--- src/rtl/sram_axi_bridge_pkg.sv ---
// Shared types and constants for the SRAM-like to single-beat AXI3 bridge.
// Tie-off constants are consumed by the instantiating wrapper, not by the bridge.
package sram_axi_bridge_pkg;

   localparam int unsigned ADDR_W   = 32;
   localparam int unsigned DATA_W   = 32;
   localparam int unsigned STRB_W   = DATA_W / 8;
   localparam int unsigned SIZE_W   = 2;
   localparam int unsigned AXSIZE_W = 3;

   typedef enum logic [2:0] {
      IDLE,
      AR,
      R,
      AW_W,
      B
   } state_e;

   localparam logic [SIZE_W-1:0] SIZE_BYTE = 2'd0;
   localparam logic [SIZE_W-1:0] SIZE_HALF = 2'd1;
   localparam logic [SIZE_W-1:0] SIZE_WORD = 2'd2;

   localparam logic [3:0] LEN0       = 4'd0;
   localparam logic [1:0] BURST_INCR = 2'b01;
   localparam logic [3:0] CACHE0     = 4'd0;
   localparam logic [2:0] PROT0      = 3'd0;

   // Request fields captured at the accept point
   typedef struct packed {
      logic [ADDR_W-1:0] addr;
      logic [SIZE_W-1:0] size;
      logic [STRB_W-1:0] wstrb;
      logic [DATA_W-1:0] wdata;
   } sram_req_t;

endpackage

--- src/rtl/sram_axi_bridge_if.sv ---
// Bus bundles for the bridge: the SRAM-like core port and the AXI3 port.
// In each interface the master modport is the side that issues requests.
interface sram_axi_bridge_sram_if;
   import sram_axi_bridge_pkg::*;

   logic                sram_req;
   logic                sram_wr;
   logic [SIZE_W-1:0]   sram_size;
   logic [ADDR_W-1:0]   sram_addr;
   logic [STRB_W-1:0]   sram_wstrb;
   logic [DATA_W-1:0]   sram_wdata;
   logic                sram_addr_ok;
   logic [DATA_W-1:0]   sram_rdata;
   logic                sram_data_ok;

   modport master (
      output sram_req, sram_wr, sram_size, sram_addr, sram_wstrb, sram_wdata,
      input  sram_addr_ok, sram_rdata, sram_data_ok
   );

   modport slave (
      input  sram_req, sram_wr, sram_size, sram_addr, sram_wstrb, sram_wdata,
      output sram_addr_ok, sram_rdata, sram_data_ok
   );
endinterface

interface sram_axi_bridge_axi_if;
   import sram_axi_bridge_pkg::*;

   logic [ADDR_W-1:0]   araddr;
   logic [AXSIZE_W-1:0] arsize;
   logic                arvalid;
   logic                arready;
   logic [DATA_W-1:0]   rdata;
   logic [1:0]          rresp;
   logic                rvalid;
   logic                rready;
   logic [ADDR_W-1:0]   awaddr;
   logic [AXSIZE_W-1:0] awsize;
   logic                awvalid;
   logic                awready;
   logic [DATA_W-1:0]   wdata;
   logic [STRB_W-1:0]   wstrb;
   logic                wvalid;
   logic                wready;
   logic [1:0]          bresp;
   logic                bvalid;
   logic                bready;

   modport master (
      output araddr, arsize, arvalid, rready,
             awaddr, awsize, awvalid, wdata, wstrb, wvalid, bready,
      input  arready, rdata, rresp, rvalid, awready, wready, bresp, bvalid
   );

   modport slave (
      input  araddr, arsize, arvalid, rready,
             awaddr, awsize, awvalid, wdata, wstrb, wvalid, bready,
      output arready, rdata, rresp, rvalid, awready, wready, bresp, bvalid
   );
endinterface

--- src/rtl/sram_axi_bridge.sv ---
// SRAM-like master port to single-beat AXI3 read/write, one transaction in flight.
// addr_ok is the only combinational output; everything else is registered.
module sram_axi_bridge
   import sram_axi_bridge_pkg::*;
(
   input  logic                   clock,
   input  logic                   reset,
   sram_axi_bridge_sram_if.slave  sram,
   sram_axi_bridge_axi_if.master  axi
);

   state_e             r_state;
   state_e             w_state_nxt;
   sram_req_t          r_req;
   logic [DATA_W-1:0]  r_rdata;
   logic               r_data_ok;
   logic               r_aw_done;
   logic               r_w_done;
   logic               r_arvalid;
   logic               r_rready;
   logic               r_awvalid;
   logic               r_wvalid;
   logic               r_bready;

   logic               w_accept;
   logic               w_aw_done_nxt;
   logic               w_w_done_nxt;
   logic               w_data_ok_nxt;
   logic               w_rdata_ld;
   logic               w_unused_resp;

   assign w_accept      = sram.sram_req && (r_state == IDLE);
   assign w_unused_resp = ^{axi.rresp, axi.bresp};

   // State register plus handshake flags and the valid/ready outputs they imply
   always_ff @(posedge clock or posedge reset) begin
      if (reset) begin
         r_state   <= IDLE;
         r_aw_done <= 1'b0;
         r_w_done  <= 1'b0;
         r_data_ok <= 1'b0;
         r_arvalid <= 1'b0;
         r_rready  <= 1'b0;
         r_awvalid <= 1'b0;
         r_wvalid  <= 1'b0;
         r_bready  <= 1'b0;
      end else begin
         r_state   <= w_state_nxt;
         r_aw_done <= w_aw_done_nxt;
         r_w_done  <= w_w_done_nxt;
         r_data_ok <= w_data_ok_nxt;
         r_arvalid <= (w_state_nxt == AR);
         r_rready  <= (w_state_nxt == R);
         r_awvalid <= (w_state_nxt == AW_W) && !w_aw_done_nxt;
         r_wvalid  <= (w_state_nxt == AW_W) && !w_w_done_nxt;
         r_bready  <= (w_state_nxt == B);
      end
   end

   always_comb begin
      w_state_nxt   = r_state;
      w_aw_done_nxt = r_aw_done;
      w_w_done_nxt  = r_w_done;
      w_data_ok_nxt = 1'b0;
      w_rdata_ld    = 1'b0;
      case (r_state)
         IDLE: begin
            if (w_accept) begin
               w_state_nxt   = sram.sram_wr ? AW_W : AR;
               w_aw_done_nxt = 1'b0;
               w_w_done_nxt  = 1'b0;
            end
         end
         AR: begin
            if (axi.arready) w_state_nxt = R;
         end
         R: begin
            if (axi.rvalid) begin
               w_state_nxt   = IDLE;
               w_data_ok_nxt = 1'b1;
               w_rdata_ld    = 1'b1;
            end
         end
         AW_W: begin
            // AW and W retire independently; both may land in the same cycle
            w_aw_done_nxt = r_aw_done | (r_awvalid & axi.awready);
            w_w_done_nxt  = r_w_done  | (r_wvalid  & axi.wready);
            if (w_aw_done_nxt && w_w_done_nxt) w_state_nxt = B;
         end
         B: begin
            if (axi.bvalid) begin
               w_state_nxt   = IDLE;
               w_data_ok_nxt = 1'b1;
            end
         end
         default: w_state_nxt = IDLE;
      endcase
   end

   // Request capture at accept and read-data capture at completion
   always_ff @(posedge clock or posedge reset) begin
      if (reset) begin
         r_req   <= '0;
         r_rdata <= '0;
      end else begin
         if (w_accept) begin
            r_req <= '{addr:  sram.sram_addr,
                       size:  sram.sram_size,
                       wstrb: sram.sram_wstrb,
                       wdata: sram.sram_wdata};
         end
         if (w_rdata_ld) r_rdata <= axi.rdata;
      end
   end

   assign sram.sram_addr_ok = w_accept;
   assign sram.sram_rdata   = r_rdata;
   assign sram.sram_data_ok = r_data_ok;

   assign axi.araddr  = r_req.addr;
   assign axi.awaddr  = r_req.addr;
   assign axi.arsize  = {1'b0, r_req.size};
   assign axi.awsize  = {1'b0, r_req.size};
   assign axi.wdata   = r_req.wdata;
   assign axi.wstrb   = r_req.wstrb;
   assign axi.arvalid = r_arvalid;
   assign axi.rready  = r_rready;
   assign axi.awvalid = r_awvalid;
   assign axi.wvalid  = r_wvalid;
   assign axi.bready  = r_bready;

endmodule

--- src/flat_wrapper.sv ---
// flat-port wrapper written by rule: the top's interface ports become plain ports
module sram_axi_bridge_flat import sram_axi_bridge_pkg::*;
  (clock, reset, sram_sram_req, sram_sram_wr, sram_sram_size, sram_sram_addr, sram_sram_wstrb, sram_sram_wdata, sram_sram_addr_ok, sram_sram_rdata, sram_sram_data_ok, axi_araddr, axi_arsize, axi_arvalid, axi_rready, axi_awaddr, axi_awsize, axi_awvalid, axi_wdata, axi_wstrb, axi_wvalid, axi_bready, axi_arready, axi_rdata, axi_rresp, axi_rvalid, axi_awready, axi_wready, axi_bresp, axi_bvalid);
  sram_axi_bridge_sram_if sram_i ();
  sram_axi_bridge_axi_if axi_i ();
  input  logic clock;
  input  logic reset;
  input wire logic [$bits(sram_i.sram_req)-1:0] sram_sram_req;
  input wire logic [$bits(sram_i.sram_wr)-1:0] sram_sram_wr;
  input wire logic [$bits(sram_i.sram_size)-1:0] sram_sram_size;
  input wire logic [$bits(sram_i.sram_addr)-1:0] sram_sram_addr;
  input wire logic [$bits(sram_i.sram_wstrb)-1:0] sram_sram_wstrb;
  input wire logic [$bits(sram_i.sram_wdata)-1:0] sram_sram_wdata;
  output wire logic [$bits(sram_i.sram_addr_ok)-1:0] sram_sram_addr_ok;
  output wire logic [$bits(sram_i.sram_rdata)-1:0] sram_sram_rdata;
  output wire logic [$bits(sram_i.sram_data_ok)-1:0] sram_sram_data_ok;
  output wire logic [$bits(axi_i.araddr)-1:0] axi_araddr;
  output wire logic [$bits(axi_i.arsize)-1:0] axi_arsize;
  output wire logic [$bits(axi_i.arvalid)-1:0] axi_arvalid;
  output wire logic [$bits(axi_i.rready)-1:0] axi_rready;
  output wire logic [$bits(axi_i.awaddr)-1:0] axi_awaddr;
  output wire logic [$bits(axi_i.awsize)-1:0] axi_awsize;
  output wire logic [$bits(axi_i.awvalid)-1:0] axi_awvalid;
  output wire logic [$bits(axi_i.wdata)-1:0] axi_wdata;
  output wire logic [$bits(axi_i.wstrb)-1:0] axi_wstrb;
  output wire logic [$bits(axi_i.wvalid)-1:0] axi_wvalid;
  output wire logic [$bits(axi_i.bready)-1:0] axi_bready;
  input wire logic [$bits(axi_i.arready)-1:0] axi_arready;
  input wire logic [$bits(axi_i.rdata)-1:0] axi_rdata;
  input wire logic [$bits(axi_i.rresp)-1:0] axi_rresp;
  input wire logic [$bits(axi_i.rvalid)-1:0] axi_rvalid;
  input wire logic [$bits(axi_i.awready)-1:0] axi_awready;
  input wire logic [$bits(axi_i.wready)-1:0] axi_wready;
  input wire logic [$bits(axi_i.bresp)-1:0] axi_bresp;
  input wire logic [$bits(axi_i.bvalid)-1:0] axi_bvalid;
  assign sram_i.sram_req = sram_sram_req;
  assign sram_i.sram_wr = sram_sram_wr;
  assign sram_i.sram_size = sram_sram_size;
  assign sram_i.sram_addr = sram_sram_addr;
  assign sram_i.sram_wstrb = sram_sram_wstrb;
  assign sram_i.sram_wdata = sram_sram_wdata;
  assign sram_sram_addr_ok = sram_i.sram_addr_ok;
  assign sram_sram_rdata = sram_i.sram_rdata;
  assign sram_sram_data_ok = sram_i.sram_data_ok;
  assign axi_araddr = axi_i.araddr;
  assign axi_arsize = axi_i.arsize;
  assign axi_arvalid = axi_i.arvalid;
  assign axi_rready = axi_i.rready;
  assign axi_awaddr = axi_i.awaddr;
  assign axi_awsize = axi_i.awsize;
  assign axi_awvalid = axi_i.awvalid;
  assign axi_wdata = axi_i.wdata;
  assign axi_wstrb = axi_i.wstrb;
  assign axi_wvalid = axi_i.wvalid;
  assign axi_bready = axi_i.bready;
  assign axi_i.arready = axi_arready;
  assign axi_i.rdata = axi_rdata;
  assign axi_i.rresp = axi_rresp;
  assign axi_i.rvalid = axi_rvalid;
  assign axi_i.awready = axi_awready;
  assign axi_i.wready = axi_wready;
  assign axi_i.bresp = axi_bresp;
  assign axi_i.bvalid = axi_bvalid;
  sram_axi_bridge u_core (.clock(clock), .reset(reset), .sram(sram_i), .axi(axi_i));
endmodule
--- config.mk ---
export PLATFORM = sky130hd
export DESIGN_NAME = sram_axi_bridge_flat
export DESIGN_NICKNAME = d
export VERILOG_FILES = /design/src/rtl/sram_axi_bridge_pkg.sv /design/src/rtl/sram_axi_bridge_if.sv /design/src/rtl/sram_axi_bridge.sv /design/src/flat_wrapper.sv
export SDC_FILE = /design/constraint.sdc
export NUM_CORES = 1
export LEC_CHECK = 0
export ABC_AREA = 1
export CAP_MARGIN = 10
export CORE_UTILIZATION = 38
export CTS_CLUSTER_DIAMETER = 30
export CTS_CLUSTER_SIZE = 8
export DETAILED_ROUTE_END_ITERATION = 16
export PLACE_DENSITY_LB_ADDON = 0.3
export SETUP_SLACK_MARGIN = 0.02
export SLEW_MARGIN = 20
export SYNTH_ARGS = -nofsm -noshare
export SYNTH_HDL_FRONTEND = slang
export SYNTH_SLANG_ARGS = --single-unit
--- constraint.sdc ---
create_clock -name clock -period 6 [get_ports clock]
set_input_delay 1.8 -clock clock [delete_from_list [all_inputs] [get_ports clock]]
set_output_delay 1.8 -clock clock [all_outputs]
set_load 0.03 [all_outputs]
# == Yosys cells after proc, flatten, opt, wreduce, memory -nomap -nowiden ==
# Index checks and enable logic that the tools add are counted.
# op_classes
n_eq_ne,8
muxes,15
n_bitwise,4
reduce_logical,7
# ops
operator,count
two-way mux 3 bit,5
one-hot mux 3 bit (5 select lines),1
"equality test 3 x 2 -> 1 bit, second input constant",4
"equality test 3 x 1 -> 1 bit, second input constant",2
"equality test 3 bit, second input constant",2
one-hot mux 1 bit (2 select lines),3
two-way mux 1 bit,5
logical AND 1 bit,4
logical NOT 3 bit,1
AND 1 bit,2
logical NOT 1 bit,2
two-way mux 2 bit,1
bitwise OR 1 bit,2
# totals
regBits,113
inputBits,115

# == Depth between registers and ports, before layout ==
# depth
word_depth,7
depth_mapped,7

# == Worst setup path after synthesis ==
# Ideal clock, no wire load.
# synth_path
path_type,input -> output
from,input port sram_sram_req
to,output port sram_sram_addr_ok
arrival_ns,2.407
path_stages,5
required_time_ns,4.200
setup_slack_ns,1.793
cell_sequence,inv_1 -> nor2_1 -> nand2_4 -> inv_4 -> buf_6
# synth_via
elab_chain_len,1
# synth_lines
item,line,rtl
"start, declared",flat_wrapper.sv:8,input wire logic [$bits(sram_i.sram_req)-1:0] sram_sram_req;
logical AND 1 bit,sram_axi_bridge.sv:32,assign w_accept = sram.sram_req && (r_state == IDLE);
"end, declared",flat_wrapper.sv:14,output wire logic [$bits(sram_i.sram_addr_ok)-1:0] sram_sram_addr_ok;
# Every way passes these cells.

# == Worst setup path in the final report ==
# Ends and elaborated chain as after synthesis.

==> impl_metrics.env <==
export IMPL_cts_hold_buffers=0
export IMPL_synth_top_area_share=0.593
export IMPL_insertion_delay_ns=0.41
export IMPL_cts_buffers=17
export IMPL_gp_congestion=0.758
export IMPL_sequentialPowerShare=0.279
export IMPL_syn_to_final_growth_pct=60.8
export IMPL_dp_hpwl_um=8870
export IMPL_p_leak_nw=3.74
export IMPL_startpoint_type="input port"
export IMPL_final_util=0.633
export IMPL_p_int_mw=2.73
export IMPL_grt_max_degree=81
export IMPL_power_switching_mw=2.04
export IMPL_avgSynthCellArea_um2=9.15
export IMPL_vias=4042
export IMPL_synth_largest_area_cell="dfrtp_1"
export IMPL_drv_slew=0
export IMPL_min_period_ns=4.60
export IMPL_die_x_um=114
export IMPL_wl_met2_um=6280
export IMPL_nets=856
export IMPL_start_util=0.393
export IMPL_cts_tree="yes"
export IMPL_antenna_found_initial=0
export IMPL_syn_inst=521
export IMPL_ys_ff_latch=113
export IMPL_max_freq_mhz=217
export IMPL_die_area_um2=13000
export IMPL_route_met3_wl_um=756
export IMPL_ys_top_cells_by_area="dfrtp_1 (59%), nand2_1 (20%), buf_4 (5.7%)"
export IMPL_worstSetupEndpointType="output pin"
export IMPL_skew_ns=0.00911
export IMPL_io_pins=260
export IMPL_vias_per_cell=4.39
export IMPL_tns_ns=0
export IMPL_drt_total_wl_um=12400
export IMPL_cts_setup_buffers=0
export IMPL_tightest_slew_ns=0.734
export IMPL_drive_gt1_frac=0.0810
export IMPL_clock_path_buffers=2
export IMPL_antenna_left=0
export IMPL_finalSetupViolCount=0
export IMPL_drv_cap=0
export IMPL_grt_pass1_vias=4023
export IMPL_wl_per_cell_um=13.4
export IMPL_worstPathArrival_ns=2.80
export IMPL_swShare=0.427
export IMPL_wl_met1_um=5040
export IMPL_min_path_type="reg -> reg"
export IMPL_die_y_um=114
export IMPL_combPwrFrac=0.521
export IMPL_row_count=40
export IMPL_timing_final_crit_share=0.767
export IMPL_drc=0
export IMPL_diodes=0
export IMPL_track_usage=0.201
export IMPL_worstPathMaxFanout=2
export IMPL_cts_htree_levels=4
export IMPL_grt_remaining_overflow=0
export IMPL_finalInstanceArea_um2=7660
export IMPL_final_cell_mix="nand2_1 (254), clkdlybuf4s50_1 (252), dfrtp_1 (113)"
export IMPL_portBuffers=253
export IMPL_dr_pass1_iters=4
export IMPL_top_layer="met4"
export IMPL_timing_hold_violations_final=0
export IMPL_cts_root_buffer="clkbuf_16"
export IMPL_power_mw=4.77
export IMPL_cp_required_ns=4.20
export IMPL_drt_iter0_markers=184
export IMPL_final_common_cell="nand2_1"
export IMPL_clk_pin_slew_ns=0.05
export IMPL_yosysWarnings=0
export IMPL_rsz0062_at_grt="false"
export IMPL_core_um2=12100
export IMPL_dpl_cell_area_um2=7090
export IMPL_grt_first_pass_wirelength_um=20000
export IMPL_run_status="complete, no violations"
export IMPL_synth_cell_type_count=22
export IMPL_cts_sinks=113
export IMPL_cts_resized=0
export IMPL_power_frac_clock=0.200
export IMPL_timing_hold_ws_ns=0.476
export IMPL_slew_headroom=0.510
export IMPL_ir_worst_vdd_uv=314
export IMPL_critical_path_class="in -> out"
export IMPL_power_density_nw_per_um2=622
export IMPL_synth_area_um2=4760
export IMPL_seq_area_frac_synth=0.593
power groups by stage:
stage          Clock, mW  Sequential (mW)  Combinational [mW]
2_1_floorplan          0             1.97               0.941
3_3_place_gp           0             1.32                2.47
3_5_place_dp           0             1.34                2.50
4_1_cts            0.974             1.33                2.51
5_1_grt             1.02             1.38                2.64
6_report           0.952             1.33                2.49
worst max-delay path, stage by stage:
cell and delay (ns):
clkdlybuf4s50_1 0.45, inv_1 0.03, nor2_1 0.20, nand2_4 0.09
inv_4 0.06, buf_4 0.16
routing by layer:
layer	vias to the layer above	track usage
met4	0	0.0918
met1	1887	0.240
met5	-	0
li1	1970	-
met2	159	0.332
met3	26	0.0638
Yosys cell counts:
| cell type | count |
|---|---|
| a21oi_1 | 1 |
| buf_2 | 7 |
| buf_4 | 36 |
| buf_6 | 13 |
| clkbuf_1 | 1 |
| conb_1 | 1 |
| dfrtp_1 | 113 |
| inv_1 | 39 |
| inv_2 | 1 |
| inv_4 | 1 |
| nand2_1 | 254 |
| nand2_4 | 1 |
| nand3_1 | 3 |
| nand3_2 | 1 |
| nand3b_1 | 2 |
| nand4_1 | 3 |
| nor2_1 | 5 |
| nor2_2 | 2 |
| nor2b_1 | 1 |
| o21ai_0 | 11 |
| o21ai_1 | 5 |
| o21ai_2 | 20 |
worst paths after layout:
check	startpoint	endpoint	slack, ns	cells after the start
min in group asynchronous	reset	u_core.sram.sram_rdata[29]	1.90	2
setup reg to reg	u_core.r_state[0]	u_core.axi.awvalid	4.24	6
hold / removal	u_core.axi.wdata[28]	u_core.axi.wdata[28]	0.48	2
max in group asynchronous	reset	u_core.axi.araddr[6]	3.16	3
hold reg to reg	u_core.axi.wdata[28]	u_core.axi.wdata[28]	0.48	2
setup / recovery	sram_sram_req	sram_sram_addr_ok	1.40	6
registers in the layout (all words and copies together) (netlist names):
register	cells
u_core.axi.araddr	32
u_core.axi.arsize	2
u_core.axi.arvalid	1
u_core.axi.awvalid	1
u_core.axi.bready	1
u_core.axi.rready	1
u_core.axi.wdata	32
u_core.axi.wstrb	4
u_core.axi.wvalid	1
u_core.r_aw_done	1
u_core.r_state	3
u_core.r_w_done	1
u_core.sram.sram_data_ok	1
u_core.sram.sram_rdata	32
area by class of cell:
type,instances,area [µm²]
Clock buffer,26,519
Sequential cell,113,2830
Fill cell,1047,4450
Tap cell,168,210
Clock inverter,5,50.0
Timing Repair Buffer,257,2560
Inverter,41,161
Multi-Input combinational cell,311,1330
metrics by stage:
stage               cells  setup WS, ns
global route          921          1.33
finish                921          1.40
detailed placement    890          1.38
global placement      890          1.38
CTS                   921          1.38
floorplan             522          1.21
logic make-up (layout without fill, tap and decap cells):
logic type	count (synthesis)	after routing	share of synthesized area
other	1	2	0.000787
buffers and inverters	98	329	0.128
DFF	113	113	0.593
and+or+nand+nor	272	272	0.223
AOI/OAI and AO/OA	37	37	0.0546
Note: power is estimated with default switching activity, not from simulation.
